--- config.mk ---
export PLATFORM = sky130hd
export DESIGN_NAME = pc_sequencer
export DESIGN_NICKNAME = d
export VERILOG_FILES = /design/src/rtl/pc_seq_pkg.sv /design/src/rtl/pc_next_sel.sv /design/src/rtl/pc_sequencer.sv
export SDC_FILE = /design/constraint.sdc
export NUM_CORES = 1
export LEC_CHECK = 0
export BUFFER_PORTS_ARGS = -buffer_cell sky130_fd_sc_hd__buf_2
export CAP_MARGIN = 40
export CORE_MARGIN = 2
export CORE_UTILIZATION = 47
export DETAILED_ROUTE_END_ITERATION = 10
export PLACE_DENSITY_LB_ADDON = 0.12
export RECOVER_POWER = 100
export SLEW_MARGIN = 20
export SYNTH_ARGS = -nofsm -noshare
export SYNTH_HDL_FRONTEND = slang
export SYNTH_HIERARCHICAL = 1
export SYNTH_SLANG_ARGS = --single-unit
--- constraint.sdc ---
create_clock -name clk -period 2.4 [get_ports clk]
set_input_delay 0.72 -clock clk [delete_from_list [all_inputs] [get_ports clk]]
set_output_delay 0.72 -clock clk [all_outputs]
set_load 0.05 [all_outputs]
--- src/rtl/pc_seq_pkg.sv ---
// Shared types and constants for the fetch-stage PC sequencer.
package pc_seq_pkg;

    typedef enum logic [1:0] {
        IDLE  = 2'd0,
        REQ   = 2'd1,
        VALID = 2'd2
    } pc_state_t;

    localparam logic [31:0] PC_INCR         = 32'd4;
    localparam logic [31:0] PC_RESET_VECTOR = 32'h0000_0000;
    localparam logic [31:0] PC_EXC_VECTOR   = 32'h8000_0180;

endpackage

--- src/rtl/pc_next_sel.sv ---
// Combinational next-pc selection: exception > redirect > sequential, no latency, no state.
module pc_next_sel
    import pc_seq_pkg::*;
#(
    parameter logic [31:0] EXC_VECTOR = PC_EXC_VECTOR
) (
    input  logic [31:0] pc,
    input  logic        exc_req,
    input  logic        redirect_valid,
    input  logic [31:0] redirect_target,
    output logic        take_redirect,
    output logic [31:0] redirect_pc,
    output logic [31:0] seq_pc
);

    always_comb begin
        take_redirect = exc_req | redirect_valid;
        redirect_pc   = redirect_target & 32'hFFFF_FFFC;
        if (exc_req) begin
            redirect_pc = EXC_VECTOR;
        end
    end

    assign seq_pc = pc + PC_INCR;

endmodule

--- src/rtl/pc_sequencer.sv ---
// Instruction fetch PC sequencer; ack-to-if_valid latency 1, stall holds the presented word.
// Optional exception entry (exc_req/epc) compiled in with PC_SEQ_EXC_EN.
module pc_sequencer
    import pc_seq_pkg::*;
#(
    parameter logic [31:0] RESET_VECTOR = PC_RESET_VECTOR,
    parameter logic [31:0] EXC_VECTOR   = PC_EXC_VECTOR
) (
    input  logic        clk,
    input  logic        reset,
    input  logic        stall,
    input  logic        redirect_valid,
    input  logic [31:0] redirect_target,
`ifdef PC_SEQ_EXC_EN
    input  logic        exc_req,
    output logic [31:0] epc,
`endif
    output logic        imem_req,
    output logic [31:0] imem_addr,
    input  logic        imem_ack,
    input  logic [31:0] imem_rdata,
    output logic        if_valid,
    output logic [31:0] if_instr,
    output logic [31:0] if_pc
);

`ifndef PC_SEQ_EXC_EN
    logic exc_req;
    assign exc_req = 1'b0;
`endif

    pc_state_t   state, state_nxt;
    logic [31:0] pc, pc_nxt;
    logic        squash, squash_nxt;
    logic [31:0] squash_pc, squash_pc_nxt;
    logic        capture;
    logic        take_redirect;
    logic [31:0] redirect_pc, seq_pc;

    pc_next_sel #(.EXC_VECTOR(EXC_VECTOR)) u_next_sel (
        .pc              (pc),
        .exc_req         (exc_req),
        .redirect_valid  (redirect_valid),
        .redirect_target (redirect_target),
        .take_redirect   (take_redirect),
        .redirect_pc     (redirect_pc),
        .seq_pc          (seq_pc)
    );

    always_ff @(posedge clk) begin
        if (!reset) begin
            state     <= IDLE;
            pc        <= RESET_VECTOR;
            squash    <= 1'b0;
            squash_pc <= '0;
            if_instr  <= '0;
            if_pc     <= '0;
        end else begin
            state     <= state_nxt;
            pc        <= pc_nxt;
            squash    <= squash_nxt;
            squash_pc <= squash_pc_nxt;
            if (capture) begin
                if_instr <= imem_rdata;
                if_pc    <= pc;
            end
        end
    end

    // pc must stay put while a request is outstanding, so a redirect during REQ
    // is parked in squash_pc and applied when the pending ack retires.
    always_comb begin
        state_nxt     = state;
        pc_nxt        = pc;
        squash_nxt    = squash;
        squash_pc_nxt = squash_pc;
        capture       = 1'b0;
        case (state)
            IDLE: begin
                state_nxt = REQ;
                if (take_redirect) pc_nxt = redirect_pc;
            end
            REQ: begin
                if (imem_ack) begin
                    squash_nxt = 1'b0;
                    if (take_redirect) begin
                        pc_nxt = redirect_pc;
                    end else if (squash) begin
                        pc_nxt = squash_pc;
                    end else begin
                        capture   = 1'b1;
                        state_nxt = VALID;
                    end
                end else if (take_redirect) begin
                    squash_nxt    = 1'b1;
                    squash_pc_nxt = redirect_pc;
                end
            end
            VALID: begin
                if (take_redirect) begin
                    pc_nxt    = redirect_pc;
                    state_nxt = REQ;
                end else if (!stall) begin
                    pc_nxt    = seq_pc;
                    state_nxt = REQ;
                end
            end
            default: state_nxt = IDLE;
        endcase
    end

    assign imem_req  = (state == REQ);
    assign imem_addr = pc;
    assign if_valid  = (state == VALID);

`ifdef PC_SEQ_EXC_EN
    always_ff @(posedge clk) begin
        if (!reset) begin
            epc <= '0;
        end else if (exc_req) begin
            epc <= (state == VALID) ? if_pc : pc;
        end
    end
`endif

endmodule

==> results by group <==
Outcome
  • Status: finished clean

Finish
  • Fill cells: 1344
  • Register area: 0.00264 mm2
  • Area Growth Syn to Fin: 22.5%
  • Antenna cells: 0
  • Multi-input gate area: 0.00348 mm2
  • Fin cells: 1143
  • Net count, final: 1027
  • Layout cells sized above 1: 16.2%

Floorplan
  • DIE HEIGHT: 122 um
  • Core ar.: 0.0137 mm2
  • Die area: 0.0148 mm2
  • IO Pins: 167
  • Die X: 122 um
  • Cell Rows: 43
  • Initial Util: 47.6%

Timing
  • Slew Limit Fails: 0
  • Worst hold slack: 0.452 ns
  • Slew headroom: 31.6%
  • Tmin final: 2.32 ns
  • Unrepaired setup endpoints after global routing: no
  • Fin crit share: 96.7%
  • Fmax: 0.431 GHz
  • Total negative slack: 0 ns
  • Tightest Pin Transition: 1.03 ns
  • Fin. Hold Viols: 0
  • Clock skew: 0.00708 ns
  • Final setup viols: 0
  • Final setup margin: 0.0802 ns

Yosys
  • Synthesis Warnings: 6
  • Post-synthesis cell type count: 38
  • Most frequent cell after synthesis: nand2_1
  • Most common library cells after synthesis: 237 x nand2_1, 131 x dfxtp_1, 50 x a21boi_0
  • Top FF cell, synth: dfxtp_1
  • Post-synth EDFFs: 0
  • Yosys top cell area share: 40.2%
  • Seq cells post-synth: 131
  • Avg Synthesized Cell Area: 8.21 um2
  • Cell area after synthesis: 0.00653 mm2
  • Ranking of synthesized cells by area: dfxtp_1 40%, nand2_1 14%, a21boi_0 5.8%
  • Post-synth ARST share: 0%
  • Mapped Cells: 795
  • Area leader, netlist: dfxtp_1
  • Register area share after synthesis: 40.2%

Routing
  • DRC viols: 0
  • Routed WL: 18300 um
  • DR vias: 6113
  • Drt pass-1 iters: 5
  • Vias/cell: 5.35
  • Iter 0 DRT Violations: 433
  • Post-DRT Antenna Nets: 0
  • Routed len/inst: 16.0 um

Clocking
  • Max Buffers Root-to-Sink: 2
  • Root Driver: clkbuf_16
  • CTS clk-pin slew, worst paths: 0.06 ns
  • H-Tree Depth: 4
  • Setup Fix Bufs, Post-CTS: 0
  • CTS buffer count: 17
  • CTS Sinks: 131
  • Worst-Skew Late Latency: 0.42 ns
  • CTS tree: built

GRT
  • Initial antenna violation count: 0
  • Remaining Overflow, GRT: 0
  • Vias in the first global route: 5766
  • First-pass GRT wire length: 28400 um
  • Pin count of the biggest net entering global routing: 53
  • GR Util All Layers: 24.5%

Worst setup path
  • FF-to-FF End: imem_addr[31]
  • Crit Path Category: in -> reg
  • CP Launch Point: redirect_valid
  • Endpoint class of the critical path: flip-flop
  • R2r setup slk: 0.15 ns
  • Worst Path Max Fanout: 22
  • Reg2Reg Depth: 9
  • R2R Path Start: imem_addr[4]
  • Crit start category: input pin
  • Worst EP required: 2.71 ns
  • CP endpoint: imem_addr[3]
  • Critical Path AT: 2.63 ns

Power and ir drop
  • Maximum VDD drop: 0.583 mV
  • Pleak: 0.00321 uW
  • Total Power: 8340 uW
  • Pwr/cell area: 1040 mW/mm2

Flow run
  • Max-cap violations: 0

Place
  • Final GP Congestion: 0.876
  • Minimum setup slack after placement: 0.102 ns
  • DP Cell Count: 1112
  • Port-buffer cells: 164
  • DP HPWL: 12300 um

Hold path
  • Worst Hold Class: reg -> reg
  • Min-delay src: if_pc[4]
kinds of logic (layout without fill, tap and decap cells):
kind of cell	after synthesis	after routing	synth area share [%]
adder cells (fa/ha/maj)	7	7	1.34
XOR/XNOR	28	28	3.76
AND/OR/NAND/NOR	325	325	22.5
other	2	6	0.115
buffers and inverters	104	268	6.92
multiplexers	2	2	0.307
flip-flops	131	131	40.2
AO/OA/AOI/OAI	196	196	24.9
worst min path at each step:
| stage | end | slack [ns] | depth (start not counted) |
|---|---|---|---|
| after floorplan | squash_pc[11] | 0.44 | 2 |
| after global placement | if_instr[27] | 0.44 | 2 |
| after detailed placement | if_pc[4] | 0.44 | 2 |
| after CTS | if_pc[4] | 0.45 | 2 |
| after global routing | if_instr[28] | 0.47 | 2 |
| final | if_pc[4] | 0.45 | 2 |
area by class of cell:
type | instances | area share [%]
Tap cell | 180 | 2.82
Clock buffer | 26 | 6.12
Sequential cell | 131 | 33.0
Timing Repair Buffer | 201 | 12.6
Inverter | 36 | 1.69
Clock inverter | 5 | 0.344
Multi-Input combinational cell | 564 | 43.5
placed cells by master, fill, tap and decap left out, types with 2 or more instances in the layout:
cell type / n
a21boi_0: 92
mux2i_1: 2
and3_1: 2
clkbuf_1: 103
buf_12: 2
and2_1: 3
nor3_4: 2
o211a_1: 32
clkinv_2: 4
dfxtp_1: 121
a21oi_1: 2
conb_1: 6
nor2_1: 10
nand4_1: 9
nor4_4: 2
xor2_1: 7
buf_4: 29
a21boi_1: 4
nor2b_1: 31
clkbuf_16: 17
nor3_1: 3
clkbuf_2: 4
nand3_1: 10
nand2_1: 237
o2111ai_1: 32
clkbuf_8: 3
a22o_1: 32
buf_2: 67
ha_1: 7
dfxtp_2: 10
inv_1: 36
or2_2: 6
xnor2_1: 21
critical path, cell delays in order:
cell	delay (ns)
buf_2	0.07
or2_0	0.44
and3b_1	0.28
nor3_4	0.20
buf_2	0.48
o2111ai_1	0.24
o211a_1	0.18
routing by layer:
metal | track usage (%) | vias to the layer above | wire length, um
li1 | - | 3009 | -
met4 | 10.1 | 0 | 326
met1 | 32.1 | 2863 | 8300
met3 | 5.43 | 23 | 1300
met2 | 39.0 | 218 | 8380
met5 | 0 | - | 0
state kept, by name, indices dropped and copies added, names as in the netlist:
| name | count |
|---|---|
| if_instr | 32 |
| if_pc | 32 |
| imem_addr | 32 |
| squash | 1 |
| squash_pc | 32 |
| state | 2 |
through the flow:
stage / utilization (%) / area [um2]
after global placement: 55.5 / 7610
final: 58.3 / 7990
after floorplan: - / 6550
after global routing: 58.3 / 7990
after CTS: 59.3 / 8130
after detailed placement: 55.5 / 7610
power breakdown:
part	switching (uW)	internal, uW
sequential	360	2480
combinational	2240	979
clock	893	1390
total	3490	4850
repair_timing:
| item | in CTS | in global routing |
|---|---|---|
| hold buffers | 0 | 0 |
| gates resized for setup | 2 | 2 |
| endpoints found under the setup margin | 1 | 1 |
| cloned | 0 | 0 |
(Power assumes the default switching activity.)
